==> src/rtl/yuv_pkg.sv <==
// Shared types and constants for the UYVY packer: byte-phase enum, packed word
// layout and the chroma offset used when YUV_OFFSET_BINARY_EN is defined.
package yuv_pkg;

  typedef enum logic [1:0] {
    PH_U  = 2'd0,
    PH_Y0 = 2'd1,
    PH_V  = 2'd2,
    PH_Y1 = 2'd3
  } yuv_phase_e;

  typedef struct packed {
    logic [7:0] u;
    logic [7:0] y0;
    logic [7:0] v;
    logic [7:0] y1;
  } uyvy_word_t;

  localparam logic [7:0] CHROMA_OFFSET = 8'h80;

  // Flipping bit 7 maps signed two's-complement chroma onto offset-binary.
  function automatic logic [7:0] to_offset_binary(input logic [7:0] b);
    return b ^ CHROMA_OFFSET;
  endfunction

endpackage

==> src/rtl/yuv_word_fifo.sv <==
// Synchronous show-ahead FIFO of UYVY words with an up/down occupancy count.
// Full/empty come from the count so the pointers can wrap freely.
module yuv_word_fifo
  import yuv_pkg::*;
#(
  parameter int DEPTH = 4
) (
  input  logic                     clk,
  input  logic                     reset,
  input  logic                     push,
  input  logic                     pop,
  input  uyvy_word_t               din,
  output uyvy_word_t               dout,
  output logic                     out_valid,
  output logic                     full,
  output logic [$clog2(DEPTH):0]   level
);

  localparam int AW = $clog2(DEPTH);
  localparam int LW = AW + 1;

  uyvy_word_t      mem [DEPTH];
  logic [AW-1:0]   wr_ptr;
  logic [AW-1:0]   rd_ptr;
  logic            empty;
  logic            do_push;
  logic            do_pop;

  assign empty     = (level == '0);
  assign full      = (level == LW'(DEPTH));
  assign out_valid = !empty;
  assign do_pop    = pop && !empty;
  // A pop in the same cycle frees the slot, so a push into a full FIFO still lands.
  assign do_push   = push && (!full || do_pop);
  assign dout      = empty ? '0 : mem[rd_ptr];

  always_ff @(posedge clk or negedge reset) begin
    if (!reset) begin
      for (int i = 0; i < DEPTH; i++) begin
        mem[i] <= '0;
      end
      wr_ptr <= '0;
      rd_ptr <= '0;
      level  <= '0;
    end else begin
      if (do_push) begin
        mem[wr_ptr] <= din;
        wr_ptr      <= wr_ptr + AW'(1);
      end
      if (do_pop) begin
        rd_ptr <= rd_ptr + AW'(1);
      end
      case ({do_push, do_pop})
        2'b10:   level <= level + LW'(1);
        2'b01:   level <= level - LW'(1);
        default: level <= level;
      endcase
    end
  end

endmodule

==> src/rtl/yuv422_packer.sv <==
// Packs the CTE's U,Y0,V,Y1 byte stream into 32-bit UYVY words and queues them
// for the frame-store writer. Define YUV_OFFSET_BINARY_EN to convert chroma to offset-binary.
module yuv422_packer
  import yuv_pkg::*;
#(
  parameter int DEPTH = 4
) (
  input  logic                     clk,
  input  logic                     reset,
  input  logic                     clear,
  input  logic                     in_valid,
  input  logic [7:0]               yuv_in,
  output logic                     out_valid,
  input  logic                     out_ready,
  output logic [31:0]              out_data,
  output logic [$clog2(DEPTH):0]   level,
  output logic                     overflow
);

  yuv_phase_e  phase;
  logic [7:0]  u_q;
  logic [7:0]  y0_q;
  logic [7:0]  v_q;
  logic [7:0]  chroma_in;
  logic        push;
  logic        pop;
  logic        fifo_full;
  uyvy_word_t  push_word;
  uyvy_word_t  head_word;

`ifdef YUV_OFFSET_BINARY_EN
  assign chroma_in = to_offset_binary(yuv_in);
`else
  assign chroma_in = yuv_in;
`endif

  // The Y1 byte bypasses its lane and goes straight into the pushed word.
  assign push      = in_valid && !clear && (phase == PH_Y1);
  assign pop       = out_valid && out_ready;
  assign push_word = '{u: u_q, y0: y0_q, v: v_q, y1: yuv_in};
  assign out_data  = head_word;

  always_ff @(posedge clk or negedge reset) begin
    if (!reset) begin
      phase    <= PH_U;
      u_q      <= '0;
      y0_q     <= '0;
      v_q      <= '0;
      overflow <= 1'b0;
    end else if (clear) begin
      phase    <= PH_U;
      overflow <= 1'b0;
    end else if (in_valid) begin
      case (phase)
        PH_U: begin
          u_q   <= chroma_in;
          phase <= PH_Y0;
        end
        PH_Y0: begin
          y0_q  <= yuv_in;
          phase <= PH_V;
        end
        PH_V: begin
          v_q   <= chroma_in;
          phase <= PH_Y1;
        end
        PH_Y1: begin
          phase <= PH_U;
          if (fifo_full && !pop) begin
            overflow <= 1'b1;
          end
        end
        default: phase <= PH_U;
      endcase
    end
  end

  yuv_word_fifo #(.DEPTH(DEPTH)) u_fifo (
    .clk       (clk),
    .reset     (reset),
    .push      (push),
    .pop       (pop),
    .din       (push_word),
    .dout      (head_word),
    .out_valid (out_valid),
    .full      (fifo_full),
    .level     (level)
  );

endmodule
==> config.mk <==
export PLATFORM = sky130hd
export DESIGN_NAME = yuv422_packer
export DESIGN_NICKNAME = d
export VERILOG_FILES = /design/src/rtl/yuv_pkg.sv /design/src/rtl/yuv_word_fifo.sv /design/src/rtl/yuv422_packer.sv
export SDC_FILE = /design/constraint.sdc
export NUM_CORES = 1
export LEC_CHECK = 0
export ABC_AREA = 0
export BUFFER_PORTS_ARGS = -buffer_cell sky130_fd_sc_hd__buf_2
export CAP_MARGIN = 20
export CORE_AREA = 3 3 139 174
export DETAILED_ROUTE_END_ITERATION = 10
export DIE_AREA = 0 0 142 177
export SYNTH_ARGS = -nofsm -noshare
export SYNTH_HDL_FRONTEND = slang
export SYNTH_SLANG_ARGS = --single-unit
==> constraint.sdc <==
create_clock -name clk -period 5.7 [get_ports clk]
set_input_delay 1.14 -clock clk [delete_from_list [all_inputs] [get_ports clk]]
set_output_delay 1.14 -clock clk [all_outputs]
set_load 0.01 [all_outputs]
==> metrics.txt, run 1 <==
clock buffer depth=2; core area=22500 sq um; CTS Hold Bufs=0; Die X=142 um; grt total ovfl=0; crit path cell chain=buf_4 > mux4_2 > and2_1 > buf_2; Hold Slack=about 0.47 ns; EDFF count, synth=0; fillers=2026; CTS Buf Count=17; total negative slack=0 ns; row count=61; Slew HR=between 30 and 40%; worst hold path type=flop to flop; Slowest cell on crit path=dfrtp_2; Vias=3900; Synth Area per Inst=approximately 17 sq um; PostCTS Resize Cnt=0; yosys warns=0; Synth area leaders=dfrtp_1 52%, mux2_4 23%, mux4_2 9.2%; Async S/R FF share, synth=between 90% and 100%; port bufs=49; CP bufs+invs=2; TritonRoute pass-1 iters=5; Syn Nets=477; CTS tree=yes; Clock Sink Count=162; Die Ht=177 um; Yosys cell types=24; final setup vio count=0; Post-Place Cell Area=8180 sq um; final antenna diode count=0; pin count of the biggest net entering global routing=110; status=finished, final reports clean; family with the most delay on the worst path=flip-flops; arrival time at the worst endpoint=2.65 ns; final slew viol count=0; Routed WL=16300 um; clk slew on worst S/H paths=0.06 ns; crit-path max cell delay=roughly 0.96 ns; DRC Markers=0; post-CTS setup buffer count=0; Synth Register Bits=162; worst-case clock skew=a little over 0.007 ns; detailed-route wire length per cell=20.5 um; area delta synth->final=12.4%; RSZ-0062 raised after global routing=no; Design Area, Final=8830 sq um; Internal=2410 uW; first-pass GRT wire length=26100 um; dominant synthesized flop cell=dfrtp_1; worst-path maximum fanout=24; worst vdd ir=217 uV; IO Pins=50; Mapped Area=7860 sq um; GRT Total Usage=13.7%; fmax=around 260 MHz; period utilization=66.5%; Die ar.=25100 sq um; Gate power share=17.9%; layout cells sized above 1=54.4%; crit end category=primary output; Clk network pwr share=a little under two fifths; Commonest cells post-synth=162 x dfrtp_1, 120 x mux2_4, 33 x and2_1, 33 x mux2_2, 32 x mux4_2; crit path kind=flop to primary output; worst-margin pin slew=1.00 ns; Static Leak=0.00419 uW; crit path launch type=flop; CP Data Required Time=around 4.6 ns; Final GP Congestion=roughly 0.7; Worst-Skew Late Latency=0.42 ns; DP Wirelength=10200 um; Pwr Density=about 380 nW/um^2; Sw Share=between 20% and 30%; vias per cell=around 4.9; initial antenna violation count=0; most common cell in the netlist=dfrtp_1; Post-Syn Instances=~450; Seq/Total Area, Yosys=51.6%; CTS root buffer=clkbuf_16; leading area contributor after synthesis=dfrtp_1; switching pwr=930 uW; max-cap viol count=0; vias in the first global route=4360; Final min period=3.79 ns; nets=523; Sequential Power Share=~44%; initial DRC count=between 200 and 250; post-synth top area share=just over 50%; Fin. Hold Viols=0; post-layout util=around 39%; Final ANT Viol Nets=0; Initial Util=34.9%; # H-tree levels=4
## metal layers
| layer | wire length (um) | part of all wire, % | GRT usage [%] | vias to the layer above |
|---|---|---|---|---|
| li1 | - | - | - | 1717 |
| met1 | 7300 | 45 | 17.7 | 2103 |
| met2 | 8300 | 51 | 22.9 | 62 |
| met3 | 473 | 2.9 | 2.30 | 18 |
| met4 | 219 | 1.3 | 5.32 | 0 |
| met5 | 0 | 0 | 0 | - |
## registers in the layout, indices dropped and copies added (netlist names)
name,cells
u_fifo.mem,128
u_q,8
v_q,8
y0_q,8
u_fifo.level,3
phase,2
u_fifo.rd_ptr,2
u_fifo.wr_ptr,2
overflow,1
## cell type report
type	count	area [sq um]	area share, %
repair buffers	56	304	3.44
clock inverters	13	206	2.34
well taps	283	354	4.01
flip-flops and latches	162	4060	45.9
inverters	8	30.0	0.340
multi-input cells	255	3440	39.0
clock buffers	19	443	5.01
## power by group through the flow
stage                     sequential [uW]  combinational [uW]  clock [uW]
after floorplan                      1400                 494           0
after global placement               1490                 602           0
after detailed placement             1510                 619           0
after CTS                            1490                 621        1290
after global routing                 1510                 652        1340
final                                1480                 598        1260
## worst paths after layout
kind / start / end / slack (ns) / cells past startpoint
setup / recovery: u_fifo.rd_ptr[0]$_DFFE_PN0P_ / out_data[10] / 1.91 / 4
hold / removal: u_fifo.rd_ptr[1]$_DFFE_PN0P_ / u_fifo.rd_ptr[1]$_DFFE_PN0P_ / 0.47 / 1
setup reg to reg: u_fifo.level[1]$_DFFE_PN0P_ / u_fifo.level[1]$_DFFE_PN0P_ / 3.18 / 6
hold reg to reg: u_fifo.rd_ptr[1]$_DFFE_PN0P_ / u_fifo.rd_ptr[1]$_DFFE_PN0P_ / 0.47 / 1
max in group asynchronous: reset / v_q[7]$_DFFE_PN0P_ / 3.51 / 2
min in group asynchronous: reset / u_q[2]$_DFFE_PN0P_ / 0.84 / 1
## layout by cell type (no fill, tap or decap), drive strengths merged, types with 2 or more instances in the layout
master      n
mux4       32
nor2        3
clkinvlp    2
o21ai       2
xnor2       4
nand2       4
and2       33
and4b       4
dfrtp     162
xor2        3
ha          9
bufinv      5
nand3       2
clkinv      4
clkbuf     19
buf        56
inv        10
mux2      153
## worst reg2reg max path, stage by stage, from the launching register on
cell,delay (ns)
dfrtp_1,0.45
or3_2,0.80
and2_1,0.31
ha_1,0.23
inv_1,0.07
fa_1,0.39
o21ai_0,0.18
## logic make-up (layout without fill, tap and decap cells)
family / count (synthesis) / after routing / share of synthesized area (%)
flops: 162 / 162 / 51.6
mux: 186 / 186 / 36.9
fa+ha+maj: 10 / 10 / 1.69
xor+xnor: 7 / 7 / 0.780
compound gates: 2 / 2 / 0.127
buf+inv: 37 / 96 / 4.71
simple gates: 50 / 50 / 4.17
## stage by stage
stage | instances | setup WS [ns] | power, uW
floorplan | 454 | 3.03 | 1900
global placement | 764 | 2.27 | 2090
detailed placement | 764 | 2.18 | 2130
CTS | 796 | 1.79 | 3400
global route | 796 | 1.72 | 3500
finish | 796 | 1.91 | 3340
Note: power is estimated with default switching activity, not from simulation.
==> run 2: changes to the inputs <==
clock period = 3.5 ns   (was 5.7 ns; I/O delays follow)
==> run 2 against run 1 <==
  * Critical path type unchanged
  * Die area stayed put
  * Non-clock buffer count is 6 higher
  * Sequential share of layout area hardly changed
  * Count of clock-buffer cells in the layout is 3 higher
  * Sequential cell count stayed put
  * Largest cell class unchanged
  * Utilization hardly changed
==> metrics.txt, run 2 (synthesis results as in run 1) <==
status=finished, final reports clean; Critical path origin=u_fifo.rd_ptr[0]$_DFFE_PN0P_; Routed WL=16200 um; Final ANT Viol Nets=0; row count=61; Pwr Density=594 nW/um^2; most common cell after layout, fill and taps aside=dfrtp_1; # H-tree levels=4; Largest register FFs=128; detailed-route wire length per cell=between 20 and 25 um; clk slew on worst S/H paths=0.06 ns; post-layout util=about two fifths; clock buffer depth=2; CTS root buffer=clkbuf_16; total negative slack=0 ns; worst vdd ir=352 uV; post-CTS setup buffer count=0; Fin. Hold Viols=0; Vias=just under 4000; Worst R2R Start=u_fifo.level[1]$_DFFE_PN0P_; crit path launch type=flop; crit end category=primary output; area delta synth->final=12.4%; worst hold path type=input pin to async pin; IO Pins=50; vias in the first global route=about 4500; worst-case clock skew=0.0104 ns; vias per cell=4.96; final setup vio count=0; Worst-Skew Late Latency=0.42 ns; Reg2Reg Depth=8; crit path kind=flop to primary output; Die ar.=25100 sq um; layout cells sized above 1=54.5%; final antenna diode count=0; grt total ovfl=0; Static Leak=approximately 0.0042 uW; pin count of the biggest net entering global routing=91; Non-Filler Instances=797; RSZ-0062 raised after global routing=no; arrival time at the worst endpoint=2.28 ns; GRT Total Usage=a little over an eighth; CTS Buf Count=17; Slew HR=42.4%; CP Data Required Time=2.80 ns; fillers=2015; Multi-input gate area=3440 sq um; TritonRoute pass-1 iters=4; worst-margin pin slew=approximately 0.86 ns; Final GP Congestion=between 0.7 and 0.8; placed cell count=770; core area=22500 sq um; PostCTS Resize Cnt=0; CTS Hold Bufs=0; nets=roughly 530; Die X=between 100 and 150 um; worst-path maximum fanout=14; initial DRC count=216; max-cap viol count=0; DRC Markers=0; initial antenna violation count=0; most frequent cells in the layout=161 x dfrtp_1, 120 x mux2_4, 48 x buf_2; register area=approximately 4100 sq um; Final min period=2.98 ns; first-pass GRT wire length=~26000 um; DP Wirelength=10300 um; port bufs=49; Largest Register=u_fifo.mem; Initial Util=34.9%; Die Ht=177 um; period utilization=between 80 and 90%; Clock Sink Count=162; CTS tree=yes; fmax=335 MHz; final slew viol count=0
[run 2: cell count changes in the layout (fill, tap and decap cells not counted)]
cell,delta
buf_12,+3
buf_4,+3
bufinv_16,-3
clkbuf_8,+3
clkinv_2,-2
clkinv_4,-1
inv_6,-2
[run 2: critical path, stage by stage (launching register included)]
cell     delay [ns]
dfrtp_2        0.70
buf_4          0.33
mux4_2         0.53
and2_1         0.17
buf_2          0.13
[run 2: worst paths after layout]
| path | slack [ns] | to |
|---|---|---|
| worst max-delay path | 0.52 | out_data[31] |
| worst min-delay path | 0.34 | u_fifo.mem[25]$_DFFE_PN0P_ |
| worst max register to register | 0.93 | u_fifo.level[2]$_DFFE_PN0P_ |
| worst min register to register | 0.51 | u_fifo.mem[25]$_DFFE_PN0P_ |
| max in group asynchronous | 2.31 | u_fifo.mem[16]$_DFFE_PN0P_ |
| min in group clk | 0.47 | phase[1]$_DFFE_PN0P_ |
[run 2: layer usage]
metal  GRT usage (%)  wire length, um  up-vias
met1            17.6             7220     2151
met2            23.1             8400       56
met3            2.86              325       15
met5               0                0        -
met4            4.40              248        0
li1                -                -     1728
[run 2: layout make-up]
class / count / share of cell area [%]
sequential: 162 / 45.9
multi-input combinational: 255 / 39.0
clock buffer: 22 / 5.48
timing repair buffer: 62 / 4.38
tap: 283 / 4.01
clock inverter: 5 / 0.907
inverter: 8 / 0.340
[run 2: metrics by stage]
step                      power (uW)  area, sq um  hold slack [ns]  setup slack, ns
final                           5240         8830            0.339            0.517
after global routing            5510         8830            0.394            0.348
after CTS                       5320         8830            0.382            0.424
after detailed placement        3490         8270            0.488            0.847
after global placement          3450         8270            0.486            0.853
after floorplan                 3090         7860            0.404             1.27
[run 2: where the power goes]
| part | leakage, uW | internal [uW] | switching [uW] |
|---|---|---|---|
| sequential | 0.00219 | 2100 | 274 |
| combinational | 0.00172 | 578 | 480 |
| clock | 0.000272 | 1110 | 704 |
==> run 3: changes to the inputs <==
ABC_AREA = 1   (was 0)
CORE_AREA = 3 3 139 175   (was 3 3 139 174)
DIE_AREA = 0 0 142 178   (was 0 0 142 177)
==> run 3 against run 2 <==
  * Total power up 14%
  * Count of clock-buffer cells in the layout unchanged
  * Clock power grew 11%
  * Non-clock buffer count grew 9
  * Critical path depth increased by 2
  * Cell area up 1.6%
  * Register-to-register slack better by 0.42 ns
  * Critical endpoint is now out_data[9]
  * Via count up 74%
==> metrics.txt, run 3 <==
status=finished, final reports clean; initial antenna violation count=0; Mapped Area=7930 sq um; Vias=6880; crit path kind=flop to primary output; IO Pins=50; GRT Total Usage=18.2%; worst vdd ir=roughly 400 uV; CTS Buf Count=17; Final GP Congestion=0.752; Die X=142 um; Syn Nets=1029; fillers=between 2000 and 2500; grt total ovfl=0; pin count of the biggest net entering global routing=80; crit path cell chain=buf_4 > nor2_1 > nor2_1 > o21ai_0 > a21oi_1 > buf_2; CP bufs+invs=2; Slew HR=43.0%; DRC Markers=0; Clock Sink Count=162; Commonest cells post-synth=425 x nand2_1, 162 x dfrtp_1, 128 x nand4_1, 66 x nor2_1, 59 x o21ai_0; arrival time at the worst endpoint=2.15 ns; yosys warns=0; EDFF count, synth=0; vias per cell=around 5.2; # H-tree levels=4; detailed-route wire length per cell=17.0 um; leading area contributor after synthesis=dfrtp_1; final antenna diode count=0; worst-margin pin slew=0.855 ns; Async S/R FF share, synth=between 90% and 100%; Design Area, Final=8970 sq um; nets=1036; worst hold path type=input pin to async pin; total negative slack=0 ns; DP Wirelength=about 13000 um; Post-Place Cell Area=roughly 8300 sq um; TritonRoute pass-1 iters=5; most common cell after layout, fill and taps aside=nand2_1; post-CTS setup buffer count=0; Synth area leaders=dfrtp_1 51%, nand2_1 20%, nand4_1 10%; Reg2Reg Setup Slack=1.35 ns; Synth Register Bits=162; Static Leak=0.00478 uW; most frequent cells in the layout=425 x nand2_1, 161 x dfrtp_1, 128 x nand4_1; vias in the first global route=6906; fmax=between 300 and 400 MHz; Synth Area per Inst=7.88 sq um; Largest register FFs=between 100 and 150; Fin. Hold Viols=0; Die Ht=roughly 180 um; Die ar.=approximately 25000 sq um; PostCTS Resize Cnt=0; final slew viol count=0; most common cell in the netlist=nand2_1; worst-case clock skew=0.0108 ns; Worst-Skew Late Latency=0.42 ns; register area=4060 sq um; core area=22900 sq um; CTS tree=yes; area delta synth->final=13.2%; Routed WL=22300 um; clock buffer depth=2; Yosys cell types=24; dominant synthesized flop cell=dfrtp_1; CP Data Required Time=2.80 ns; worst-path maximum fanout=65; first-pass GRT wire length=36900 um; Seq/Total Area, Yosys=51.2%; family with the most delay on the worst path=buffers and inverters; crit end category=primary output; CTS root buffer=clkbuf_16; final setup vio count=0; max-cap viol count=0; RSZ-0062 raised after global routing=no; Multi-input gate area=about 3400 sq um; initial DRC count=566; port bufs=49; Final min period=2.85 ns; CTS Hold Bufs=0; row count=62; CP most frequent cell=nor2_1; post-synth top area share=between 50 and 60%; Slowest cell on crit path=buf_4; layout cells sized above 1=11.1%; crit-path max cell delay=0.64 ns; clk slew on worst S/H paths=0.06 ns; crit path launch type=flop; Post-Syn Instances=1006; period utilization=81.3%; Pwr Density=665 nW/um^2; Initial Util=34.6%; Largest Register=u_fifo.mem; Final ANT Viol Nets=0
## run 3: cell count changes after synthesis, sizes merged, moves of 33 or more
cell   previous run  this run
o21ai             2        59
mux2            153         0
nand2             4       427
and2             33         0
buf              21        58
nand4             0       128
nor2              3        68
## run 3: logic make-up (layout without fill, tap and decap cells)
kind of cell | after synthesis | in the layout | synth area share (%)
xor+xnor | 3 | 3 | 0.332
fa+ha+maj | 10 | 10 | 1.67
buf+inv | 107 | 126 | 6.28
simple gates | 632 | 632 | 34.7
flops | 162 | 162 | 51.2
compound gates | 92 | 92 | 5.86
## run 3: layout make-up
class | instances | share of cell area (%)
repair buffers | 71 | 5.06
clock inverters | 9 | 1.70
multi-input cells | 737 | 37.6
well taps | 288 | 4.02
clock buffers | 22 | 5.40
inverters | 24 | 1.00
flip-flops and latches | 162 | 45.2
## run 3: path summary, 6_finish.rpt
kind,cells past startpoint,start,endpoint
max reg2reg,9,u_fifo.level[1]$_DFFE_PN0P_,u_fifo.level[2]$_DFFE_PN0P_
max,6,u_fifo.rd_ptr[0]$_DFFE_PN0P_,out_data[9]
min reg2reg,2,u_fifo.mem[21]$_DFFE_PN0P_,u_fifo.mem[21]$_DFFE_PN0P_
min in group clk,2,u_fifo.mem[21]$_DFFE_PN0P_,u_fifo.mem[21]$_DFFE_PN0P_
min,1,reset,u_fifo.mem[67]$_DFFE_PN0P_
max in group asynchronous,2,reset,u_fifo.mem[117]$_DFFE_PN0P_
## run 3: report_power, final
part | switching (uW) | internal, uW
registers | 189 | 2050
clock network | 744 | 1260
logic | 1240 | 484
total | 2170 | 3800
## run 3: per-stage QoR
stage / cells / hold slack [ns] / utilization, % / total power (uW) / setup WS (ns)
after CTS: 1313 / 0.329 / 39.2 / 6010 / 0.614
after global routing: 1313 / 0.352 / 39.2 / 6290 / 0.470
after detailed placement: 1282 / 0.453 / 36.4 / 4000 / 0.956
after global placement: 1282 / 0.447 / 36.4 / 3990 / 0.964
after floorplan: 1006 / 0.404 / - / 3370 / 1.25
final: 1313 / 0.313 / 39.2 / 5970 / 0.655
## run 3: metal layers
| layer | global-route usage, % | part of all wire [%] | up-vias |
|---|---|---|---|
| li1 | - | - | 3322 |
| met1 | 23.4 | 44 | 3374 |
| met2 | 31.3 | 50 | 162 |
| met3 | 3.38 | 4.0 | 22 |
| met4 | 5.12 | 1.4 | 0 |
| met5 | 0 | 0 | - |
## run 3: worst register-to-register path, stage by stage (launching register included)
cell and delay [ns]:
dfrtp_1 0.42, nor2_2 0.22, nand2_4 0.24, nand2_1 0.21, ha_1 0.18, inv_1 0.07, fa_1 0.38, nand2_1 0.09
nand3b_1 0.09, xor2_1 0.15
